===== src/rtl/map_ram_arbiter.sv =====
// Arbiter sharing port A of the 4-bit map RAM among game-logic requesters.
// One read or write of a single map cell in flight at a time; out-of-map addresses never reach the RAM.
module map_ram_arbiter #(
  parameter int N_REQ      = 4,
  parameter int RD_LATENCY = 1,
  parameter int MAP_CELLS  = 150,
  parameter int FIXED_PRIO = 0
) (
  input  logic                 clk100m,
  input  logic                 rst_n,
  input  logic [N_REQ-1:0]     req,
  input  logic [N_REQ-1:0]     req_we,
  input  logic [8*N_REQ-1:0]   req_addr,
  input  logic [4*N_REQ-1:0]   req_din,
  output logic [N_REQ-1:0]     gnt,
  output logic [N_REQ-1:0]     done,
  output logic                 err,
  output logic [3:0]           rdata,
  output logic                 vgaram_we,
  output logic [7:0]           vgaram_addra,
  output logic [3:0]           vgaram_dina,
  input  logic [3:0]           vgaram_douta
);

  localparam int ID_W = (N_REQ > 1) ? $clog2(N_REQ) : 1;
  localparam logic [1:0] CNT_LAST = 2'(RD_LATENCY - 1);
  localparam logic [8:0] MAP_LIM  = 9'(MAP_CELLS);

  typedef enum logic [1:0] {IDLE, ISSUE, WAIT, RESP} state_t;

  state_t            state_reg;
  logic [ID_W-1:0]   ptr_reg;
  logic [ID_W-1:0]   id_reg;
  logic              we_reg;
  logic              oor_reg;
  logic [1:0]        cnt_reg;

  logic [7:0]        addr_arr [N_REQ];
  logic [3:0]        din_arr  [N_REQ];
  logic [ID_W-1:0]   cand     [N_REQ];
  logic [ID_W-1:0]   ptr_eff;
  logic [ID_W-1:0]   win_id;
  logic [ID_W-1:0]   ptr_next;
  logic              win_in_range;

  assign ptr_eff = (FIXED_PRIO != 0) ? '0 : ptr_reg;

  // cand[k] is the requester index examined k-th, starting at the pointer.
  for (genvar gi = 0; gi < N_REQ; gi++) begin : g_unpack
    assign addr_arr[gi] = req_addr[8*gi +: 8];
    assign din_arr[gi]  = req_din[4*gi +: 4];
    assign cand[gi]     = ID_W'((int'(ptr_eff) + gi) % N_REQ);
  end

  // Scanning from the far end means the earliest candidate in order wins.
  always_comb begin
    win_id = '0;
    for (int k = N_REQ - 1; k >= 0; k--) begin
      if (req[cand[k]]) win_id = cand[k];
    end
  end

  assign ptr_next     = (win_id == ID_W'(N_REQ - 1)) ? '0 : win_id + ID_W'(1);
  assign win_in_range = ({1'b0, addr_arr[win_id]} < MAP_LIM);

  function automatic logic [N_REQ-1:0] onehot(input logic [ID_W-1:0] idx);
    onehot      = '0;
    onehot[idx] = 1'b1;
  endfunction

  always_ff @(posedge clk100m or negedge rst_n) begin
    if (!rst_n) begin
      state_reg    <= IDLE;
      ptr_reg      <= '0;
      id_reg       <= '0;
      we_reg       <= 1'b0;
      oor_reg      <= 1'b0;
      cnt_reg      <= '0;
      gnt          <= '0;
      done         <= '0;
      err          <= 1'b0;
      rdata        <= '0;
      vgaram_we    <= 1'b0;
      vgaram_addra <= '0;
      vgaram_dina  <= '0;
    end else begin
      gnt       <= '0;
      done      <= '0;
      err       <= 1'b0;
      vgaram_we <= 1'b0;
      case (state_reg)
        IDLE: begin
          if (|req) begin
            id_reg    <= win_id;
            we_reg    <= req_we[win_id];
            gnt       <= onehot(win_id);
            state_reg <= ISSUE;
            if (FIXED_PRIO == 0) ptr_reg <= ptr_next;
            if (win_in_range) begin
              oor_reg      <= 1'b0;
              vgaram_addra <= addr_arr[win_id];
              vgaram_we    <= req_we[win_id];
              vgaram_dina  <= din_arr[win_id];
            end else begin
              oor_reg <= 1'b1;
            end
          end
        end
        ISSUE: begin
          if (!we_reg && !oor_reg) begin
            cnt_reg   <= '0;
            state_reg <= WAIT;
          end else begin
            done      <= onehot(id_reg);
            err       <= oor_reg;
            state_reg <= RESP;
          end
        end
        WAIT: begin
          // Address stays on vgaram_addra until the data is captured.
          if (cnt_reg == CNT_LAST) begin
            rdata     <= vgaram_douta;
            done      <= onehot(id_reg);
            state_reg <= RESP;
          end else begin
            cnt_reg <= cnt_reg + 2'd1;
          end
        end
        default: state_reg <= IDLE;
      endcase
    end
  end

endmodule


===== config.mk =====
export PLATFORM = sky130hd
export DESIGN_NAME = map_ram_arbiter
export DESIGN_NICKNAME = d
export VERILOG_FILES = /design/src/rtl/map_ram_arbiter.sv
export SDC_FILE = /design/constraint.sdc
export NUM_CORES = 1
export LEC_CHECK = 0
export CORE_MARGIN = 3
export CORE_UTILIZATION = 37
export CTS_CLUSTER_DIAMETER = 100
export DETAILED_ROUTE_END_ITERATION = 8
export DONT_BUFFER_PORTS = 1
export GPL_ROUTABILITY_DRIVEN = 0
export MAX_ROUTING_LAYER = met4
export PLACE_DENSITY = 0.5
export SYNTH_ARGS = -nofsm -noshare
export SYNTH_HDL_FRONTEND = slang
export SYNTH_SLANG_ARGS = --single-unit

===== constraint.sdc =====
create_clock -name clk100m -period 7.4 [get_ports clk100m]
set_input_delay 0.37 -clock clk100m [delete_from_list [all_inputs] [get_ports clk100m]]
set_output_delay 0.37 -clock clk100m [all_outputs]
set_load 0.02 [all_outputs]

# == Yosys cells after proc, flatten, opt, wreduce, memory -nomap -nowiden ==
# Index checks and enable logic that the tools add are counted.
# word_totals
ff_bits,36
output_inout_bits,26
word_cells,93
inputBits,62
# op_classes
n_bitwise,1
n_reduce_logical,14
muxes,43
addsub,5
n_eq_ne,7
order_cmp,10
# op_table
op,n
$mux 4,6
$lt 2x3->1 const B,6
$mux 2,9
$bmux 8 s2,1
$mux 8,2
$mux 1,14
$bmux 1 s2,5
$bmux 4 s2,1
$lt 8x8->1 const B,1
$ne 2x2->1 const B,4
$pmux 4 s2,1
$add 2x1->2 const B,3
$pmux 2 s3,1
$reduce_and 2->1,3
$reduce_and 3->1,2
$add 2x2->2 const B,2
$demux 1 s2,2
$eq 2x2->1 const B,2
$ge 2x1->1 const B,2
$logic_not 2->1,2
$pmux 2 s2,1
$reduce_or 4->1,1
$ge 3x3->1 const B,1
$logic_and 1x1->1,3
4 further kinds,5

# == Logic depth before layout (Yosys ltp) ==
# Gate-level depths: netlist (run 1).
# depth
word_depth,15
mapped_depth,10
mapped_depth_nobuf,9

# == Worst setup path after synthesis (run 1) ==
# No wires, ideal clock.
# synth_path
path_kind,in2reg
startpoint,input req[2]
endpoint,register vgaram_addra[0]
t_required_ns,7.275
path_buffers,2
path_stages,10
arrival_time_ns,2.312
path_slack_ns,4.963
setup_time_ns,0.125
path_cell_list,nor2b_1 > a21o_1 > a211oi_2 > buf_4 > nand3_1 > a22oi_1 > nor2_1 > a211oi_2 > buf_6 > mux2_4
# synth_via
elab_chain_len,12
elab_cells_between_ends,19
cone_classes,order compare (1); mux (15); bitwise (1); reduce/logical (2)
# synth_rtl
item,line_no,text
"start, declared",11,"input logic [N_REQ-1:0] req,"
$bmux 1 s2,59,if (req[cand[k]]) win_id = cand[k];
$mux 1 (not written as such),59,
$mux 2 (4 in series),59,
$not 2->3 (not written as such),"64, 101",
$bmux 8 s2,"64, 101",
$mux 8 (not written as such) (2 in series),"64, 101",
$lt 8x8->1,64,"assign win_in_range = ({1'b0, addr_arr[win_id]} < MAP_LIM);"
$reduce_and 3->1 (no line),-,
"end signal, assigned",101,vgaram_addra <= addr_arr[win_id];
"end, declared",20,"output logic [7:0] vgaram_addra,"
# Several ways; a longest one is shown, not always the timed one. The select of a mux whose other input is x is not followed.
# A chain may end at the register's enable or synchronous reset.

# == Final worst setup path (run 1) ==
# layout_path
startpoint,"register ptr_reg[0], in the netlist ptr_eff[0]"
endpoint,register vgaram_dina[0]
# layout_via
elab_chain_len,13
elab_cells_between_ends,24
cone_classes,add/sub (3); order compare (1); mux (18); bitwise (1); reduce/logical (1)
# layout_rtl
item,line_no,text
"start, declared",32,logic [ID_W-1:0] ptr_reg;
"start signal, assigned",98,if (FIXED_PRIO == 0) ptr_reg <= ptr_next;
$add 2x2->2,52,assign cand[gi] = ID_W'((int'(ptr_eff) + gi) % N_REQ);
$bmux 1 s2,59,
$mux 1 (not written as such),59,
$mux 2 (3 in series),59,
$mux 2 *,59,
$not 2->3 (not written as such) *,"64, 103",
$bmux 8 s2,64,
$mux 8 (not written as such) (2 in series),64,
$lt 8x8->1,64,
$reduce_and 3->1 (no line),-,
"end signal, assigned",103,vgaram_dina <= din_arr[win_id];
"end, declared",21,"output logic [3:0] vgaram_dina,"
# Mark *: on every way between the ends. The rest lies on a longest branch, timed or not. The select of a mux whose other input is x is not followed.

==> impl_metrics.csv, run 1 <==
group,metric,value,unit
sta,slew_violations,0,
clock_tree,root_buffer,"clkbuf_8",
setup_path,critPathMaxStageDelay,0.92,ns
sta,setup_viol,0,
floorplanning,placementRows,26,
clock_tree,cts_buffers,5,
drt,drt-initial-drc-count,37,
final_layout,syn_to_final_growth,9.05,%
logic_synthesis,synth_nets,273,
logic_synthesis,syn_area_per_cell,10.4,um^2
run,max_cap_viol_count,0,
drt,dr.pass1.iters,4,
pwr,power.density,446,nW/um^2
pwr,p_int,582,uW
clock_tree,cts_buffer_depth,2,
global_routing,use_met2,24.8,%
drt,viasPerCell,5.33,
sta,hold_viol,0,
logic_synthesis,async_flop_share,100,%
drt,num_vias,1472,
sta,slew_headroom,24.4,%
setup_path,path_cells,"nor2b_1, a211oi_4, nor2_4, mux2i_1, mux2i_1, a21o_1, a211oi_2, mux2_2",
setup_path,path_class,"register to register",
global_routing,grt_max_degree,37,
floorplanning,io_pins,88,
logic_synthesis,synth-warning-count,0,
final_layout,nets,276,
logic_synthesis,synth_seq_cells,36,
final_layout,antennaDiodeCount,0,
logic_synthesis,syn_area,2100,um^2
pwr,comb_power_share,41.6,%
global_routing,antenna_found_initial,0,
pwr,leakage,0.00106,uW
floorplanning,initial_core_util,39.6,%
pwr,power.switching,439,uW
setup_path,cp_slowest_cell,"a211oi_2",
worst_hold_path,min_path_cells,1,
floorplanning,die_y,81.4,um
global_routing,grt-busiest-layer,"met2",
drt,drcViolationCount,0,
logic_synthesis,synth_edf_count,0,
global_routing,grt_first_pass_wirelength,7340,um
global_routing,grt-ovfl-total,0,
global_routing,grt.total_usage,15.0,%
logic_synthesis,yosysSeqAreaShare,42.9,%
floorplanning,dieWidth,81.4,um
setup_path,crit_fanout,25,
outcome,status,"finished, final reports clean",
clock_tree,path_clk_slew,0.08,ns
final_layout,layout-drive-gt1-share,17.0,%
sta,rsz0062_at_grt,"false",
global_routing,met3_usage,3.88,%
logic_synthesis,synth.distinct_cells,35,
pwr,clkPwrFrac,16.7,%
drt,wl,4520,um
sta,finalCriticalPeriod,3.51,ns
clock_tree,postCtsSetupBuffers,0,
sta,fin_crit_sh,47.5,%
floorplanning,core,5300,um^2
sta,fin_worst_skew,0.00662,ns
logic_synthesis,synthFlopType,"dfrtp_1",
setup_path,crit_arrival,3.69,ns
placed_design,dp_hpwl,3480,um
final_layout,largest_reg_flops,8,
sta,fin_tns_setup,0,ns
pwr,p_seq_share,41.6,%
global_routing,grt_pass1_vias,1579,
logic_synthesis,post_synth_inst_count,202,
placed_design,portBuffers,0,
final_layout,top_register,"vgaram_addra",
clock_tree,htreeDepth,2,
setup_path,setup.worst_path.end_class,"register",
drt,wl_per_cell,16.4,um
sta,clock.fmax,285,MHz
setup_path,start_kind,"register",
clock_tree,cts_tree,"done",
sta,timing.hold.ws,0.231,ns
setup_path,reg2regPathDepth,8,
clock_tree,cts_sinks,36,
setup_path,cp.required,7.58,ns
setup_path,crit_top_cell,"mux2i_1",
floorplanning,dieArea,6620,um^2
sta,tightest_slew,1.13,ns
global_routing,met1_usage,17.1,%
pwr,switching_share,43.0,%
drt,ant_nets,0,
worst_hold_path,hold_class,"input port to register",
pwr,ir_worst_vdd,0.000178,V
clock_tree,clk_latency,0.29,ns
-- kinds of logic after synthesis --
family	share of synthesized area, %
AOI/OAI and AO/OA	11.3
and+or+nand+nor	14.4
DFF	42.9
buffers and inverters	4.17
adders and majority gates	5.36
muxes	21.9
-- through the flow --
| step | util (%) | worst slack, ns | instance area (um^2) | power, uW | std cells |
|---|---|---|---|---|---|
| floorplan | - | 4.96 | 2100 | 776 | 202 |
| global placement | 40.5 | 3.97 | 2150 | 836 | 266 |
| detailed placement | 40.5 | 3.82 | 2150 | 856 | 266 |
| CTS | 43.2 | 3.82 | 2290 | 1040 | 276 |
| global route | 43.2 | 3.62 | 2290 | 1110 | 276 |
| finish | 43.2 | 3.89 | 2290 | 1020 | 276 |
-- critical path: cells and delay by family, from the launching register on --
family	cells	cell delay [ns]
AND/OR/NAND/NOR	2	0.93
flip-flops	1	0.39
AO/OA/AOI/OAI	3	1.27
multiplexers	3	0.81
-- final cells by class --
type / instances / area [um^2]
Tap cell: 70 / 87.6
Clock buffer: 5 / 68.8
Inverter: 11 / 41.3
Multi-Input combinational cell: 148 / 1110
Clock inverter: 3 / 42.5
Fill cell: 505 / 3010
Sequential cell: 36 / 901
Timing Repair Buffer: 3 / 37.5
-- worst paths after layout --
check	from	end	slack, ns
worst max register to register	ptr_eff[0]	vgaram_dina[0]	3.89
worst min register to register	cnt_reg[1]	cnt_reg[1]	0.48
max in group asynchronous	rst_n	vgaram_addra[7]	6.68
worst max-delay path	ptr_eff[0]	vgaram_dina[0]	3.89
min in group asynchronous	rst_n	we_reg	0.55
worst min-delay path	vgaram_douta[2]	rdata[2]	0.23
-- per-layer routing --
metal	share of wire [%]	up-vias	routed length [um]
li1	-	704	-
met2	51	61	2280
met1	40	696	1810
met4	2.4	0	108
met5	0	-	0
met3	6.9	11	312
-- power by group through the flow --
| stage | clock network, uW | logic (uW) | registers (uW) |
|---|---|---|---|
| floorplan | 0 | 368 | 408 |
| global placement | 0 | 409 | 427 |
| detailed placement | 0 | 424 | 431 |
| CTS | 175 | 433 | 428 |
| global route | 185 | 485 | 437 |
| finish | 171 | 425 | 425 |
-- timing repair --
item	CTS	global route
gates resized for setup	0	0
hold buffers	2	0
endpoints found under the hold margin	36	0
-- cell usage in the layout (no fill, tap or decap) --
cell           synthesis  final
a21oi_2                1      1
nor2_4                 1      1
nand4_1                1      1
clkinvlp_4             0      1
dfrtp_1               36     36
a22oi_1                1      1
inv_1                 11     11
o21ai_0               11     11
a221oi_1               1      1
nor2b_1                4      4
a211oi_1               2      2
and3_1                 1      1
a2bb2oi_1              1      1
nand2_1               19     19
a21oi_1               10     10
mux2i_1               22     22
or2b_1                 1      1
a211oi_4               1      1
nor3b_1                1      1
dlygate4sd3_1          0      1
mux2_2                12     12
a211oi_2               2      2
clkinv_2               0      1
nor4_1                 1      1
nand2_2                1      1
nand2b_1               2      2
nor2_1                16     16
a211o_1                1      1
and2_1                 5      5
buf_4                  1      1
bufinv_16              0      1
nand3_1               10     10
mux2_4                 7      7
clkbuf_8               0      5
a21o_1                 3      3
ha_1                   9      9
a21boi_0               1      1
buf_12                 0      1
-- synth_stat cells (2+ instances only) --
cell type / n / area share [%]
dfrtp_1: 36 / 43
mux2i_1: 22 / 10
nand2_1: 19 / 3.4
nor2_1: 16 / 2.9
mux2_2: 12 / 6.4
inv_1: 11 / 2.0
o21ai_0: 11 / 2.6
a21oi_1: 10 / 2.4
nand3_1: 10 / 2.4
ha_1: 9 / 5.4
mux2_4: 7 / 5.0
and2_1: 5 / 1.5
nor2b_1: 4 / 1.2
a21o_1: 3 / 1.1
clkbuf_1: 3 / 0.54
a211oi_1: 2 / 0.71
a211oi_2: 2 / 1.2
buf_6: 2 / 1.1
nand2b_1: 2 / 0.60
(Power assumes the default switching activity.)
==> run 2: changes to the inputs <==
- ABC_AREA: unset -> 1
- clock period: 7.4 -> 3.3 ns (I/O delays scaled with it)
==> impl_metrics.csv, run 2 <==
group,metric,value,unit
outcome,status,"finished, final reports clean",
pwr,leakage,0.00128,uW
clock_tree,htreeDepth,2,
final_layout,top_register,"vgaram_addra",
clock_tree,clk_latency,0.29,ns
global_routing,met3_usage,3.88,%
logic_synthesis,synth-warning-count,0,
final_layout,syn_to_final_growth,6.83,%
logic_synthesis,syn_area,2310,um^2
sta,setup_ws,0.490,ns
final_layout,fin_area,2460,um^2
setup_path,startpoint,"ptr_eff[0]",
worst_hold_path,hp-start,"vgaram_douta[0]",
final_layout,nets,370,
global_routing,antenna_found_initial,0,
drt,drcViolationCount,0,
setup_path,crit_fanout,29,
logic_synthesis,post_synth_inst_count,298,
floorplanning,placementRows,28,
clock_tree,cts_sinks,36,
global_routing,grt_first_pass_wirelength,8740,um
setup_path,reg2reg_from,"ptr_eff[0]",
drt,ant_nets,0,
placed_design,dpl_worst_slack,0.476,ns
final_layout,multi_input_area,1190,um^2
drt,drt-initial-drc-count,60,
logic_synthesis,synthFlopType,"dfrtp_1",
clock_tree,path_clk_slew,0.08,ns
global_routing,grt_max_degree,37,
global_routing,grt-ovfl-total,0,
logic_synthesis,synth_most_common_cell,"nand2_1",
clock_tree,cts_tree,"done",
setup_path,cp.required,3.48,ns
sta,setup_viol,0,
clock_tree,cts_buffer_depth,2,
setup_path,path_class,"register to register",
final_layout,layout_commonest_cell,"nand2_1",
floorplanning,io_pins,88,
logic_synthesis,synth_seq_cells,36,
sta,slew_headroom,65.1,%
floorplanning,die_y,85.0,um
global_routing,use_met2,22.0,%
floorplanning,dieWidth,85.0,um
final_layout,layout-drive-gt1-share,13.0,%
drt,viasPerCell,5.00,
clock_tree,cts_buffers,5,
sta,tightest_slew,0.518,ns
drt,wl,5190,um
setup_path,crit_top_cell,"nand2_1",
sta,fin_tns_setup,0,ns
logic_synthesis,synth_edf_count,0,
global_routing,met1_usage,21.8,%
worst_hold_path,hold_class,"input port to register",
final_layout,seq_area,901,um^2
sta,clock.fmax,356,MHz
placed_design,dp_hpwl,4020,um
floorplanning,initial_core_util,38.5,%
logic_synthesis,synthTopCellsByArea,"dfrtp_1 39%, nand2_1 14%, nand3_1 8.0%",
sta,slew_violations,0,
sta,rsz0062_at_grt,"false",
logic_synthesis,synth_top_area_share,39.0,%
logic_synthesis,yosysSeqAreaShare,39.0,%
drt,num_vias,1875,
drt,dr.pass1.iters,4,
final_layout,utilization,41.1,%
setup_path,start_kind,"register",
logic_synthesis,synth.distinct_cells,35,
sta,fin_crit_sh,85.2,%
floorplanning,dieArea,7220,um^2
final_layout,n_fill_cell,628,
logic_synthesis,synth_nets,369,
setup_path,cp_slowest_cell,"dfrtp_1",
sta,finalCriticalPeriod,2.81,ns
setup_path,crit_arrival,2.99,ns
drt,wl_per_cell,13.8,um
setup_path,setup.worst_path.end_class,"register",
final_layout,most-common-layout-cells,"89 x nand2_1, 37 x nand3_1, 36 x dfrtp_1",
placed_design,portBuffers,0,
logic_synthesis,netlist_top_cells_count,"89 x nand2_1, 37 x nand3_1, 36 x dfrtp_1, 32 x inv_1, 18 x o21ai_0",
logic_synthesis,yosysTopAreaCell,"dfrtp_1",
sta,fin_worst_skew,0.00683,ns
run,max_cap_viol_count,0,
logic_synthesis,async_flop_share,100,%
clock_tree,postCtsSetupBuffers,0,
pwr,power.density,1330,nW/um^2
global_routing,grt.total_usage,15.4,%
floorplanning,core,5990,um^2
sta,hold_viol,0,
pwr,ir_worst_vdd,0.000712,V
final_layout,largest_reg_flops,8,
setup_path,critPathMaxStageDelay,0.51,ns
final_layout,antennaDiodeCount,0,
global_routing,grt_pass1_vias,1826,
clock_tree,root_buffer,"clkbuf_8",
placed_design,placed_area,2320,um^2
logic_synthesis,syn_area_per_cell,7.74,um^2
global_routing,grt-busiest-layer,"met2",
setup_path,path_cells,"inv_1, nand2_1, nor2_1, nor2_4, nand3_2, nand2_2, nand2_4, nand2_4, inv_4, nand2_1, nand3_1, nand2_2, a21oi_4, nand2_4, nand2_1, nand2_1",
[run 2: cell types whose count changed after synthesis, sizes merged, moves of 6 or more]
| cell | previous run | this run |
|---|---|---|
| nand2 | 20 | 96 |
| nand3 | 10 | 40 |
| inv | 11 | 35 |
| mux2i | 22 | 0 |
| mux2 | 19 | 4 |
| o21ai | 11 | 21 |
| a21oi | 11 | 4 |
| nand3b | 0 | 6 |
[run 2: critical path, delay by kind of cell, from the launching register on]
| kind | cells | cell delay (ns) |
|---|---|---|
| buffers and inverters | 2 | 0.44 |
| and+or+nand+nor | 13 | 1.37 |
| DFF | 1 | 0.51 |
| AOI/OAI and AO/OA | 1 | 0.37 |
[run 2: area by class of cell]
| cell class | count | share of cell area, % |
|---|---|---|
| well taps | 75 | 3.81 |
| clock buffers | 5 | 2.79 |
| clock inverters | 3 | 1.73 |
| multi-input cells | 218 | 48.2 |
| flip-flops and latches | 36 | 36.5 |
| repair buffers | 3 | 1.52 |
| inverters | 35 | 5.43 |
[run 2: path summary, 6_finish.rpt]
check	end	slack, ns	cells after the start
min	rdata[0]	0.02	1
min in group asynchronous	state_reg[0]	0.33	2
min reg2reg	err	0.49	2
max	vgaram_addra[3]	0.49	16
max reg2reg	vgaram_addra[3]	0.49	16
max in group asynchronous	id_reg[1]	2.79	2
[run 2: cells by family (layout without fill, tap and decap cells)]
family | count (synthesis) | in the layout | synth area share (%)
buf+inv | 44 | 46 | 9.49
mux | 4 | 4 | 1.95
simple gates | 171 | 171 | 35.5
compound gates | 34 | 34 | 9.17
flops | 36 | 36 | 39.0
fa+ha+maj | 9 | 9 | 4.88
[run 2: routing by layer]
layer	vias up	share of wire [%]	routed length, um
met2	61	43	2260
met1	848	49	2550
met4	0	1.1	55
met3	5	6.2	322
met5	-	0	0
li1	961	-	-
[run 2: repair_timing]
item	4_1_cts	5_1_grt
endpoints found under the hold margin	36	0
gates resized for setup	0	0
hold buffers	2	0
[run 2: report_power, final]
group / switching, uW / total, uW / internal (uW)
logic: 1300 / 1950 / 642
clock network: 160 / 384 / 223
registers: 311 / 956 / 645
total: 1780 / 3290 / 1510
[run 2: stage by stage]
step | total power (uW) | hold slack [ns] | instances
final | 3290 | 0.0235 | 375
after global routing | 3680 | 0.0120 | 375
after CTS | 3340 | 0.0164 | 375
after detailed placement | 2940 | -0.129 | 365
after global placement | 2900 | -0.129 | 365
after floorplan | 2670 | -0.131 | 298
